<file path="config.mk">
export PLATFORM = sky130hd
export DESIGN_NAME = somador_serial
export DESIGN_NICKNAME = d
export VERILOG_FILES = /design/src/rtl/somador_serial.sv
export SDC_FILE = /design/constraint.sdc
export NUM_CORES = 1
export LEC_CHECK = 0
export ABC_AREA = 1
export CORE_AREA = 5 5 65 78
export DETAILED_ROUTE_END_ITERATION = 12
export DIE_AREA = 0 0 70 83
export DONT_BUFFER_PORTS = 1
export GPL_ROUTABILITY_DRIVEN = 0
export HOLD_SLACK_MARGIN = 0.12
export PLACE_DENSITY = 0.68
export SETUP_SLACK_MARGIN = 0.1
export SYNTH_ARGS = -nofsm -noshare
export SYNTH_HDL_FRONTEND = slang
export SYNTH_SLANG_ARGS = --single-unit
export TNS_END_PERCENT = 1
</file>
<file path="constraint.sdc">
create_clock -name clk -period 3.8 [get_ports clk]
set_clock_uncertainty 0.05 [all_clocks]
set_input_delay 0.19 -clock clk [delete_from_list [all_inputs] [get_ports clk]]
set_output_delay 0.19 -clock clk [all_outputs]
set_load 0.05 [all_outputs]
</file>
<file path="src/rtl/somador_serial.sv">
// -----------------------------------------------------------------------------
// somador_serial
//
// Bit-serial adder/subtractor. The operands are captured when start is seen in
// IDLE. One bit per clock is then processed, LSB first, through a single full
// adder for WIDTH cycles. The finished result is published in FIN, together
// with a one-cycle done pulse.
//
// Parameters
//   WIDTH     operand/result width in bits (1..32)
//
// Ports
//   clk       clock, all state changes on the rising edge
//   rst_n     synchronous active-low reset
//   start     begin an operation (only honoured in IDLE)
//   sub       0 = a + b + cin, 1 = a - b (sampled with start)
//   cin       carry-in for add, ignored when sub = 1 (sampled with start)
//   a, b      operands (sampled with start)
//   soma      result register, held from one FIN to the next
//   cout      carry out of the MSB (for subtract: 1 = no borrow)
//   overflow  two's-complement signed overflow
//   busy      high in SHIFT and FIN
//   done      one-cycle pulse while FIN, marks soma/cout/overflow valid
// -----------------------------------------------------------------------------
module somador_serial #(
    parameter int WIDTH = 8
) (
    input  logic             clk,
    input  logic             rst_n,
    input  logic             start,
    input  logic             sub,
    input  logic             cin,
    input  logic [WIDTH-1:0] a,
    input  logic [WIDTH-1:0] b,
    output logic [WIDTH-1:0] soma,
    output logic             cout,
    output logic             overflow,
    output logic             busy,
    output logic             done
);

    localparam int CW = $clog2(WIDTH + 1);

    typedef enum logic [1:0] {
        IDLE  = 2'd0,
        SHIFT = 2'd1,
        FIN   = 2'd2
    } state_t;

    state_t           state_reg;
    state_t           state_next;

    logic [WIDTH-1:0] a_reg;
    logic [WIDTH-1:0] b_reg;
    logic [WIDTH-1:0] sum_reg;
    logic [WIDTH-1:0] sum_next;
    logic [WIDTH-1:0] soma_reg;
    logic [CW-1:0]    cnt_reg;
    logic             carry_reg;
    logic             cout_reg;
    logic             overflow_reg;

    logic             sum_bit;
    logic             carry_next;
    logic             last_bit;

    // Single full adder working on the current LSBs of the operand shifters.
    assign sum_bit    = a_reg[0] ^ b_reg[0] ^ carry_reg;
    assign carry_next = (a_reg[0] & b_reg[0]) |
                        (a_reg[0] & carry_reg) |
                        (b_reg[0] & carry_reg);
    assign last_bit   = (cnt_reg == CW'(WIDTH - 1));

    // Result shifter: new sum bit enters at the MSB, so after WIDTH shifts the
    // first (LSB) sum bit has reached bit 0. With WIDTH = 1 the loop is empty
    // and the shifter degenerates to a single bit.
    genvar gi;
    generate
        for (gi = 0; gi < WIDTH - 1; gi++) begin : g_sum_shift
            assign sum_next[gi] = sum_reg[gi + 1];
        end
    endgenerate
    assign sum_next[WIDTH-1] = sum_bit;

    // ---------------------------------------------------------------- FSM
    always_ff @(posedge clk) begin
        if (!rst_n) begin
            state_reg <= IDLE;
        end else begin
            state_reg <= state_next;
        end
    end

    always_comb begin
        state_next = state_reg;
        busy       = 1'b0;
        done       = 1'b0;
        case (state_reg)
            IDLE: begin
                if (start) begin
                    state_next = SHIFT;
                end
            end
            SHIFT: begin
                busy = 1'b1;
                if (last_bit) begin
                    state_next = FIN;
                end
            end
            FIN: begin
                busy       = 1'b1;
                done       = 1'b1;
                state_next = IDLE;
            end
            default: begin
                state_next = IDLE;
            end
        endcase
    end

    // ----------------------------------------------------------- datapath
    always_ff @(posedge clk) begin
        if (!rst_n) begin
            a_reg        <= '0;
            b_reg        <= '0;
            sum_reg      <= '0;
            soma_reg     <= '0;
            cnt_reg      <= '0;
            carry_reg    <= 1'b0;
            cout_reg     <= 1'b0;
            overflow_reg <= 1'b0;
        end else begin
            case (state_reg)
                IDLE: begin
                    if (start) begin
                        // Subtract is a + ~b + 1: invert b here and seed the
                        // carry with 1, so SHIFT never needs to know about sub.
                        a_reg     <= a;
                        b_reg     <= sub ? ~b : b;
                        carry_reg <= sub ? 1'b1 : cin;
                        cnt_reg   <= '0;
                        sum_reg   <= '0;
                    end
                end
                SHIFT: begin
                    a_reg     <= a_reg >> 1;
                    b_reg     <= b_reg >> 1;
                    carry_reg <= carry_next;
                    sum_reg   <= sum_next;
                    cnt_reg   <= cnt_reg + CW'(1);
                    if (last_bit) begin
                        // On the MSB step carry_reg is the carry into the MSB
                        // and carry_next the carry out of it.
                        soma_reg     <= sum_next;
                        cout_reg     <= carry_next;
                        overflow_reg <= carry_reg ^ carry_next;
                    end
                end
                default: begin
                end
            endcase
        end
    end

    assign soma     = soma_reg;
    assign cout     = cout_reg;
    assign overflow = overflow_reg;

endmodule

</file>
**Word-level counts from Yosys, hierarchy flattened**

Index checks and enable logic that the tools add are counted.

- Add/subtract/negate cells: 1
- Equal/unequal tests: 5
- Multiplexer cells: 17
- Bitwise operators: 9
- Reduce and logical (&&, ||, !) cells: 6

Operators by type and width:

| kind | number |
|---|---|
| 8-bit case mux with 2 select lines | 3 |
| 8-bit two-way mux | 4 |
| 8-bit NOT | 1 |
| 4-bit case mux with 2 select lines | 1 |
| 2-bit AND reduction | 3 |
| 4-bit by 1-bit adder with 4-bit output (second input constant) | 1 |
| 4-bit by 3-bit equality test with 1-bit output (second input constant) | 1 |
| 1-bit two-way mux | 4 |
| 2-bit two-way mux | 2 |
| 4-bit two-way mux | 1 |
| 2-bit != test (second input constant) | 2 |
| 2-bit case mux with 2 select lines | 1 |
| 1-bit bitwise AND | 3 |
| 1-bit XOR | 3 |
| 2-bit by 1-bit equality test with 1-bit output (second input constant) | 1 |
| 2-bit equality test (second input constant) | 1 |
| 2-bit zero test | 1 |
| 1-bit OR | 2 |
| 1-bit case mux with 2 select lines | 1 |
| 2-bit nonzero test | 1 |
| 2-bit OR reduction | 1 |

- Bits in registers: 41
- Input bits: 21
- Output and inout bits: 12
- Logic and storage cells: 47

**Logic depth before layout (Yosys ltp)**

Gate-level depths: netlist (run 1).

- Word-level depth: 4
- Depth in mapped cells: 11

**Least setup slack after synthesis (run 1)**

OpenSTA, ideal clock, no wires.

- Path kind: register -> register
- Start point: reg state_reg[1]
- End point: reg cnt_reg[3]
- Library setup time: 0.115 ns
- Data arrival time: 1.260 ns
- Slack: 2.375 ns
- Cell stages (with the launch flop): 10
- Path buffers: 3
- Cells stage by stage: dfxtp_1 -> inv_1 -> ha_1 -> buf_4 -> nand2_1 -> nand2_2 -> buf_6 -> buf_6 -> a21oi_1 -> nor2_1

- Longest elaborated chain between the ends: 3
- Elaborated cells on any way between the ends: 6
- Classes of those cells: eq/ne (2); mux (1); reduce/logical (3)

RTL lines:

| item | RTL line | source |
|---|---|---|
| start: declaration | 50 | `state_t state_reg;` |
| start signal: assignment | 90 | `state_reg <= state_next;` |
| 2-bit by 1-bit equality test with 1-bit output / 2-bit zero test (equally long branches) | 133 | `case (state_reg)` |
| 2-bit nonzero test (no source line) / 2-bit != test (equally long branches) | -- |  |
| 2-bit AND reduction (no source line) | -- |  |
| end signal: assignment | 150 | `cnt_reg <= cnt_reg + CW'(1);` |
| end: declaration | 58 | `logic [CW-1:0] cnt_reg;` |

Several ways; a longest one is shown, not always the timed one.
A chain may end at the register's enable or synchronous reset.

**Final worst setup path (run 1)**

- Start point: reg state_reg[1]
- End point: reg carry_reg

- Longest elaborated chain between the ends: 3
- Elaborated cells on any way between the ends: 6
- Classes of those cells: eq/ne (2); mux (1); reduce/logical (3)

RTL lines:

| item | RTL line | source |
|---|---|---|
| 2-bit by 1-bit equality test with 1-bit output / 2-bit zero test (equally long branches) | 133 |  |
| 2-bit nonzero test (no source line) / 2-bit != test (equally long branches) | -- |  |
| 2-bit AND reduction (no source line) | -- |  |
| end signal: assignment | 140 | `carry_reg <= sub ? 1'b1 : cin;` |
| end signal: assignment | 148 | `carry_reg <= carry_next;` |
| end: declaration | 59 | `logic carry_reg;` |

Several ways; a longest one is shown, not always the timed one.

==> impl_metrics.env, run 1 <==
export IMPL_status="finished, final reports clean"
export IMPL_dieArea_sq_um=5810
export IMPL_numCtsBuffers=5
export IMPL_peakVddDrop_mv=0.295
export IMPL_clk_pin_slew_ns=0.08
export IMPL_netlist_area_sq_um=1830
export IMPL_num_rows=26
export IMPL_max_cap_viol_count=0
export IMPL_p_per_area_nw_per_um2=474
export IMPL_grt_max_degree=30
export IMPL_routed_wl_mm=3.84
export IMPL_pin_count=33
export IMPL_drc_errors=0
export IMPL_setup_viol_count_final=0
export IMPL_leakagePower_uw=0.000886
export IMPL_drt_first_pass_iters=4
export IMPL_root_buffer="clkbuf_8"
export IMPL_layout_drive_gt1_share=0.0667
export IMPL_postCtsHoldBufs=25
export IMPL_area_growth_pct=18.4
export IMPL_fillCellCount=438
export IMPL_dp_hpwl_mm=2.39
export IMPL_setup_ws_ns=1.16
export IMPL_worst_setup_path_type="register to register"
export IMPL_cts_sinks=40
export IMPL_crit_top_cell="nand2_2"
export IMPL_htree_num_levels=2
export IMPL_synthTopCellsByArea="dfxtp_1, nand2_1, a21oi_1"
export IMPL_crit_required_ns=3.95
export IMPL_dp_slack_ns=1.44
export IMPL_rsz0062_at_grt="false"
export IMPL_ant_nets=0
export IMPL_synth_seq_cells=40
export IMPL_clock_path_buffers=2
export IMPL_clk_latency_ns=0.30
export IMPL_detail_route_wl_per_cell_um=11.8
export IMPL_vias=1586
export IMPL_synth_top_area_frac=0.438
export IMPL_viasPerCell=4.87
export IMPL_fin_hold_ws_ns=0.148
export IMPL_crit_fanout=29
export IMPL_synth_nets=277
export IMPL_path_cells="inv_1 -> ha_1 -> nand2_1 -> nand2_2 -> nand2_2 -> nor3_1 -> dlygate4sd3_1 -> nor2_1"
export IMPL_relSlewSlack=0.540
export IMPL_postLayoutCellArea_sq_um=2160
export IMPL_ctsResizeCount=0
export IMPL_end_kind="register"
export IMPL_finalCritPeriodShare=0.696
export IMPL_drt_iter0_drc=56
export IMPL_cts_tree="built"
export IMPL_timing_hold_violations_final=0
export IMPL_critPathBufInv=2
export IMPL_worst_slew_pin_transition_ns=0.690
export IMPL_io_buffers=0
export IMPL_antenna_found_initial=0
export IMPL_start_util=0.432
export IMPL_synth_cell_type_count=23
export IMPL_grt_util_all_layers=0.142
export IMPL_layout_min_cycle_time_ns=2.64
export IMPL_placed_cell_area_sq_um=1800
export IMPL_grt_first_pass_wirelength_mm=6.68
export IMPL_cts_setup_buffers=0
export IMPL_setup_tns_ns=0
export IMPL_core_sq_um=4230
export IMPL_cpLargestDelayFamily="simple AND/OR/NAND/NOR gates"
export IMPL_diodes=0
export IMPL_grt_ovfl_total=0
export IMPL_yosysWarnings=0
export IMPL_drv_slew=0
export IMPL_multiInputGateArea_sq_um=888
export IMPL_nets=295
export IMPL_hp_class="input port to register"
export IMPL_worst_setup_path_start_kind="register"
export IMPL_synthesis_instances=251
export IMPL_grt_pass1_vias=1601
export IMPL_synth_area_leader_cell="dfxtp_1"
export IMPL_die_x_um=70
export IMPL_critPathMaxStageDelay_ns=0.60
export IMPL_max_freq_mhz=378
export IMPL_arrival_ns=2.80
export IMPL_cpMaxStageDelayCell="ha_1"
export IMPL_seqCellArea_sq_um=801
export IMPL_die_h_um=83
export IMPL_syn_area_per_cell_sq_um=7.28
export IMPL_seq_area_frac_synth=0.438
export IMPL_final_core_util=0.511
[per-stage QoR]
stage | power [uW] | std cells
2_1_floorplan | 650 | 251
3_3_place_gp | 658 | 293
3_5_place_dp | 661 | 293
4_1_cts | 1030 | 326
5_1_grt | 1080 | 326
6_report | 1030 | 326
[logic make-up after synthesis]
| family | Yosys count | synth area share |
|---|---|---|
| and+or+nand+nor | 123 | 0.267 |
| AOI/OAI and AO/OA | 48 | 0.138 |
| DFF | 40 | 0.438 |
| buffers and inverters | 26 | 0.0753 |
| xor gates and xnor gates | 9 | 0.0432 |
| adders and majority gates | 5 | 0.0384 |
[placed cells by master (no fill, tap or decap)]
cell,n
inv_2,3
clkbuf_1,1
nand3_1,3
nand2_2,4
nor2_1,25
and3_1,1
nand4_1,1
xor2_1,9
nand2_1,87
inv_1,9
o21ai_1,14
nand3_2,1
dfxtp_1,40
o21ai_0,1
ha_1,4
fa_1,1
a21oi_1,30
dlygate4sd3_1,25
clkbuf_8,5
a21oi_2,3
bufinv_16,1
nor3_1,1
clkinv_2,1
[routing by layer]
layer / part of all wire / track usage / up-vias / wire length (um)
met5: 0 / 0 / - / 0
met4: 0.026 / 0.0836 / 0 / 99
met3: 0.048 / 0.0362 / 8 / 184
met2: 0.49 / 0.249 / 33 / 1890
met1: 0.43 / 0.151 / 720 / 1660
li1: - / - / 825 / -
[worst register-to-register path, cell delays in order (launching register included)]
cell	delay, ns
dfxtp_1	0.33
inv_1	0.09
ha_1	0.60
nand2_1	0.14
nand2_2	0.45
nand2_2	0.14
nor3_1	0.14
dlygate4sd3_1	0.56
nor2_1	0.04
[cell usage after synthesis]
master    count
nand2_1      87
dfxtp_1      40
a21oi_1      30
nor2_1       25
o21ai_1      14
inv_1         9
xor2_1        9
buf_2         5
ha_1          4
nand2_2       4
a21oi_2       3
buf_4         3
buf_6         3
inv_2         3
nand3_1       3
clkbuf_1      2
and3_1        1
buf_1         1
fa_1          1
nand3_2       1
nand4_1       1
nor3_1        1
o21ai_0       1
[final timing paths]
kind                                    from      endpoint  slack, ns  cells past startpoint
worst max-delay path            state_reg[1]     carry_reg       1.16                      8
worst min-delay path                   start  state_reg[1]       0.15                      4
worst max register to register  state_reg[1]     carry_reg       1.16                      8
worst min register to register      a_reg[7]      a_reg[7]       0.42                      2
[area by class of cell]
| type | instances | area share |
|---|---|---|
| clock inverter | 2 | 0.0162 |
| inverter | 12 | 0.0208 |
| sequential | 40 | 0.370 |
| tap | 56 | 0.0324 |
| multi-input combinational | 185 | 0.411 |
| clock buffer | 6 | 0.0336 |
| timing repair buffer | 25 | 0.116 |
[power by group]
| group | total [uW] | switching [uW] | internal (uW) |
|---|---|---|---|
| Clock | 346 | 151 | 195 |
| Combinational | 207 | 130 | 77.1 |
| Sequential | 472 | 18.9 | 453 |
Note: power is estimated with default switching activity, not from simulation.
==> run 2: changes to the inputs <==
- PLACE_DENSITY: 0.68 -> 0.7
- clock period: 3.8 -> 2.2 ns (I/O delays scaled with it)
==> run 2 against run 1 <==
Effect of this change: total power grew 65%; utilization grew 0.59 points; worst hold slack gained 0.12 ns; final cell count grew 1.5%; largest cell class unchanged; first-iteration DRC count grew 43%; routed wire length grew 1.5%; via count grew 3.5%; combinational power grew 80%; worst setup slack lost 0.72 ns; cell area grew 1.2%; clock power grew 45%.
==> impl_metrics.env, run 2 (synthesized netlist as in run 1, its figures left out) <==
export IMPL_grt_pass1_vias=1594
export IMPL_pin_count=33
export IMPL_io_buffers=0
export IMPL_die_h_um=83
export IMPL_grt_max_degree=22
export IMPL_status="finished, final reports clean"
export IMPL_worst_r2r_endpoint="carry_reg"
export IMPL_rr_worst_depth=9
export IMPL_drv_slew=0
export IMPL_arrival_ns=1.95
export IMPL_rrSetupSlack_ns=0.44
export IMPL_viasPerCell=4.96
export IMPL_cts_sinks=40
export IMPL_finalCritPeriodShare=0.802
export IMPL_met3_length_um=248
export IMPL_setup_tns_ns=0
export IMPL_grt_first_pass_wirelength_mm=6.83
export IMPL_p_per_area_nw_per_um2=773
export IMPL_peakVddDrop_mv=0.390
export IMPL_area_growth_pct=19.7
export IMPL_vias=1641
export IMPL_crit_fanout=21
export IMPL_end_kind="register"
export IMPL_numCtsBuffers=5
export IMPL_max_freq_mhz=567
export IMPL_cts_setup_buffers=0
export IMPL_leakagePower_uw=0.000898
export IMPL_clock_path_buffers=2
export IMPL_crit_start="state_reg[0]"
export IMPL_worst_setup_path_start_kind="register"
export IMPL_drc_errors=0
export IMPL_wl_met2_mm=1.95
export IMPL_drt_first_pass_iters=4
export IMPL_max_cap_viol_count=0
export IMPL_clk_latency_ns=0.29
export IMPL_timing_hold_violations_final=0
export IMPL_endpoint="carry_reg"
export IMPL_detail_route_wl_per_cell_um=11.8
export IMPL_layout_common_cells="nand2_1, dfxtp_1, a21oi_1, dlygate4sd3_1, nor2_1"
export IMPL_core_sq_um=4230
export IMPL_layout_min_cycle_time_ns=1.76
export IMPL_ant_nets=0
export IMPL_wl_met1_mm=1.65
export IMPL_crit_required_ns=2.39
export IMPL_grt_util_all_layers=0.142
export IMPL_nets=300
export IMPL_rsz0062_at_grt="false"
export IMPL_start_util=0.432
export IMPL_htree_num_levels=2
export IMPL_worst_slew_pin_transition_ns=0.664
export IMPL_root_buffer="clkbuf_8"
export IMPL_drt_iter0_drc=80
export IMPL_worst_setup_path_type="register to register"
export IMPL_grt_ovfl_total=0
export IMPL_relSlewSlack=0.557
export IMPL_num_rows=26
export IMPL_clk_pin_slew_ns=0.07
export IMPL_setup_ws_ns=0.436
export IMPL_dp_slack_ns=0.444
export IMPL_layout_commonest_cell="nand2_1"
export IMPL_hp_class="input port to register"
export IMPL_regToRegStartpoint="state_reg[0]"
export IMPL_die_x_um=70
export IMPL_cts_tree="built"
export IMPL_setup_viol_count_final=0
export IMPL_dp_hpwl_mm=2.51
export IMPL_layout_drive_gt1_share=0.0727
export IMPL_diodes=0
export IMPL_dr_max_layer_used="met4"
export IMPL_routed_wl_mm=3.90
export IMPL_antenna_found_initial=0
export IMPL_dieArea_sq_um=5810
-- run 2: cell types whose count changed in the layout (fill, tap and decap cells not counted), sizes merged --
cell	before	now
buf	0	3
bufinv	1	0
clkbuf	6	8
clkinv	1	0
dlygate4sd3	25	27
-- run 2: worst max-delay path, stage by stage, from the launching register on --
cell     delay (ns)
dfxtp_1        0.34
inv_1          0.08
ha_1           0.26
inv_2          0.07
nand2_1        0.06
nand2_2        0.32
inv_2          0.24
nand2_1        0.11
nand3_1        0.07
nor2_1         0.11
-- run 2: stage by stage --
stage,util,cell area [sq um],cells,power (uW),hold slack [ns]
after floorplan,-,1830,251,1120,0.184
after global placement,0.432,1830,296,1140,0.191
after detailed placement,0.432,1830,296,1150,0.194
after CTS,0.517,2190,331,1710,0.269
after global routing,0.517,2190,331,1800,0.302
final,0.517,2190,331,1690,0.271
-- run 2: where the power goes --
group	leakage [uW]	switching (uW)	internal, uW	total (uW)
combinational	0.000526	227	147	373
sequential	0.000326	34.8	782	817
clock	0.0000455	244	256	500
total	0.000898	506	1180	1690
-- run 2: cell type report --
type                            count  area [sq um]
Clock buffer                        8          90.1
Timing Repair Buffer               30           293
Fill cell                         441          2040
Multi-Input combinational cell    185           888
Tap cell                           56          70.1
Sequential cell                    40           801
Inverter                           12          45.0
-- run 2: repair_timing --
action                                 CTS  global route
hold buffers                            27             0
resized for setup                        0             0
endpoints found under the hold margin   22             0
-- run 2: worst min-delay path by stage --
stage                from         end  slack [ns]  cells past startpoint
CTS                 rst_n    b_reg[7]        0.27                      2
detailed placement    cin   carry_reg        0.19                      2
global placement      cin   carry_reg        0.19                      2
floorplan             cin   carry_reg        0.18                      2
global route        rst_n     soma[7]        0.30                      2
finish              rst_n  sum_reg[7]        0.27                      2
-- run 2: routing by layer --
metal | GRT usage | vias to the layer above
met1 | 0.157 | 757
met3 | 0.0471 | 7
met4 | 0.0418 | 0
met2 | 0.254 | 40
met5 | 0 | -
li1 | - | 837
==> run 3: changes to the inputs <==
- clock period: 2.2 -> 1.45 ns (I/O delays scaled with it)
==> run 3 against run 2 <==
Effect of this change: the run now ends with hold timing left; flip-flop and latch count did not move; clock power rose by 38%; total power rose by 49%; critical path depth fell by 1; utilization fell by 0.80 points; fmax rose by 32%; routed wire length fell by 5.2%; critical path type unchanged; critical endpoint is now b_reg[4].
==> impl_metrics.env, run 3 (synthesized netlist as in run 1, its figures left out) <==
export IMPL_fillCellCount=437
export IMPL_rsz0062_at_grt="true"
export IMPL_peakVddDrop_mv=0.634
export IMPL_grt_util_all_layers=0.132
export IMPL_grtUsageMet1=0.145
export IMPL_grt_ovfl_total=0
export IMPL_io_buffers=0
export IMPL_die_x_um=70
export IMPL_max_freq_mhz=746
export IMPL_pin_count=33
export IMPL_drt_iter0_drc=110
export IMPL_grt_first_pass_wirelength_mm=6.37
export IMPL_grt_max_degree=22
export IMPL_die_h_um=83
export IMPL_numCtsBuffers=5
export IMPL_clk_pin_slew_ns=0.07
export IMPL_clk_latency_ns=0.29
export IMPL_timing_hold_violations_final=19
export IMPL_max_cap_viol_count=0
export IMPL_placed_cell_area_sq_um=1990
export IMPL_failed_checks="hold timing"
export IMPL_worst_setup_path_type="register to register"
export IMPL_root_buffer="clkbuf_8"
export IMPL_worst_slew_pin_transition_ns=0.667
export IMPL_vias=1566
export IMPL_layout_common_cells="nand2_1, dfxtp_1, a21oi_1, nor2_1, buf_4"
export IMPL_arrival_ns=1.48
export IMPL_postLayoutCellArea_sq_um=2150
export IMPL_grt_pass1_vias=1501
export IMPL_crit_fanout=8
export IMPL_p_per_area_nw_per_um2=1170
export IMPL_ant_nets=0
export IMPL_drt_first_pass_iters=4
export IMPL_routed_wl_mm=3.70
export IMPL_cts_sinks=40
export IMPL_leakagePower_uw=0.000896
export IMPL_area_growth_pct=17.9
export IMPL_nets=294
export IMPL_clock_path_buffers=2
export IMPL_dp_hpwl_mm=2.58
export IMPL_layout_min_cycle_time_ns=1.34
export IMPL_drc_errors=0
export IMPL_hp_class="input port to register"
export IMPL_cts_setup_buffers=0
export IMPL_viasPerCell=4.83
export IMPL_finalCritPeriodShare=0.925
export IMPL_setup_viol_count_final=0
export IMPL_worst_setup_path_start_kind="register"
export IMPL_busiest_layer="met2"
export IMPL_cts_tree="built"
export IMPL_layout_drive_gt1_share=0.187
export IMPL_grt_use_met2=0.227
export IMPL_fin_hold_ws_ns=-0.145
export IMPL_status="complete, but fails checks"
export IMPL_crit_required_ns=1.59
export IMPL_detail_route_wl_per_cell_um=11.4
export IMPL_setup_ws_ns=0.109
export IMPL_regToRegStartpoint="state_reg[1]"
export IMPL_layout_commonest_cell="nand2_1"
export IMPL_dieArea_sq_um=5810
export IMPL_start_util=0.432
export IMPL_final_core_util=0.509
export IMPL_dp_slack_ns=-0.00677
export IMPL_htree_num_levels=2
export IMPL_antenna_found_initial=0
export IMPL_use_met3=0.0519
export IMPL_relSlewSlack=0.555
export IMPL_num_rows=26
export IMPL_core_sq_um=4230
export IMPL_diodes=0
export IMPL_end_kind="register"
export IMPL_drv_slew=0
export IMPL_crit_start="state_reg[1]"
export IMPL_hold_start="rst_n"
export IMPL_setup_tns_ns=0
-- run 3: per-stage QoR --
step           total power, uW  cells
3_5_place_dp              1810    313
3_3_place_gp              1800    313
6_report                  2520    324
5_1_grt                   2680    324
4_1_cts                   2510    323
2_1_floorplan             1730    251
-- run 3: final cells by class --
| class | count | area (sq um) | area share |
|---|---|---|---|
| clock inverters | 1 | 5.00 | 0.00232 |
| flip-flops and latches | 40 | 808 | 0.375 |
| clock buffers | 6 | 72.6 | 0.0337 |
| inverters | 12 | 55.1 | 0.0256 |
| repair buffers | 24 | 205 | 0.0953 |
| multi-input cells | 185 | 937 | 0.435 |
| well taps | 56 | 70.1 | 0.0325 |
-- run 3: worst max-delay path, cell delays in order (launching register included) --
cell and delay, ns:
dfxtp_4 0.36, inv_4 0.07, ha_4 0.15, nand2_1 0.09, nand2_4 0.14, buf_6 0.15, nand2_1 0.05, a21oi_1 0.11
nor2_1 0.05
-- run 3: repair_timing --
item	4_1_cts	5_1_grt
pin swaps	0	1
setup endpoints to repair	32	39
hold buffers	3	1
hold endpoints to repair	22	20
gates resized for setup	4	12
-- run 3: metal layers --
metal	vias up	part of all wire
li1	835	-
met1	692	0.44
met2	31	0.49
met3	8	0.057
met4	0	0.018
met5	-	0
-- run 3: worst paths after layout --
path / slack, ns / depth (start not counted) / endpoint
setup reg to reg: 0.11 / 8 / b_reg[4]
setup / recovery: 0.11 / 8 / b_reg[4]
hold / removal: -0.15 / 2 / state_reg[0]
hold reg to reg: 0.41 / 2 / sum_reg[1]
-- run 3: where the power goes --
part | switching [uW] | internal, uW
clock network | 364 | 327
registers | 55.5 | 1190
logic | 350 | 237
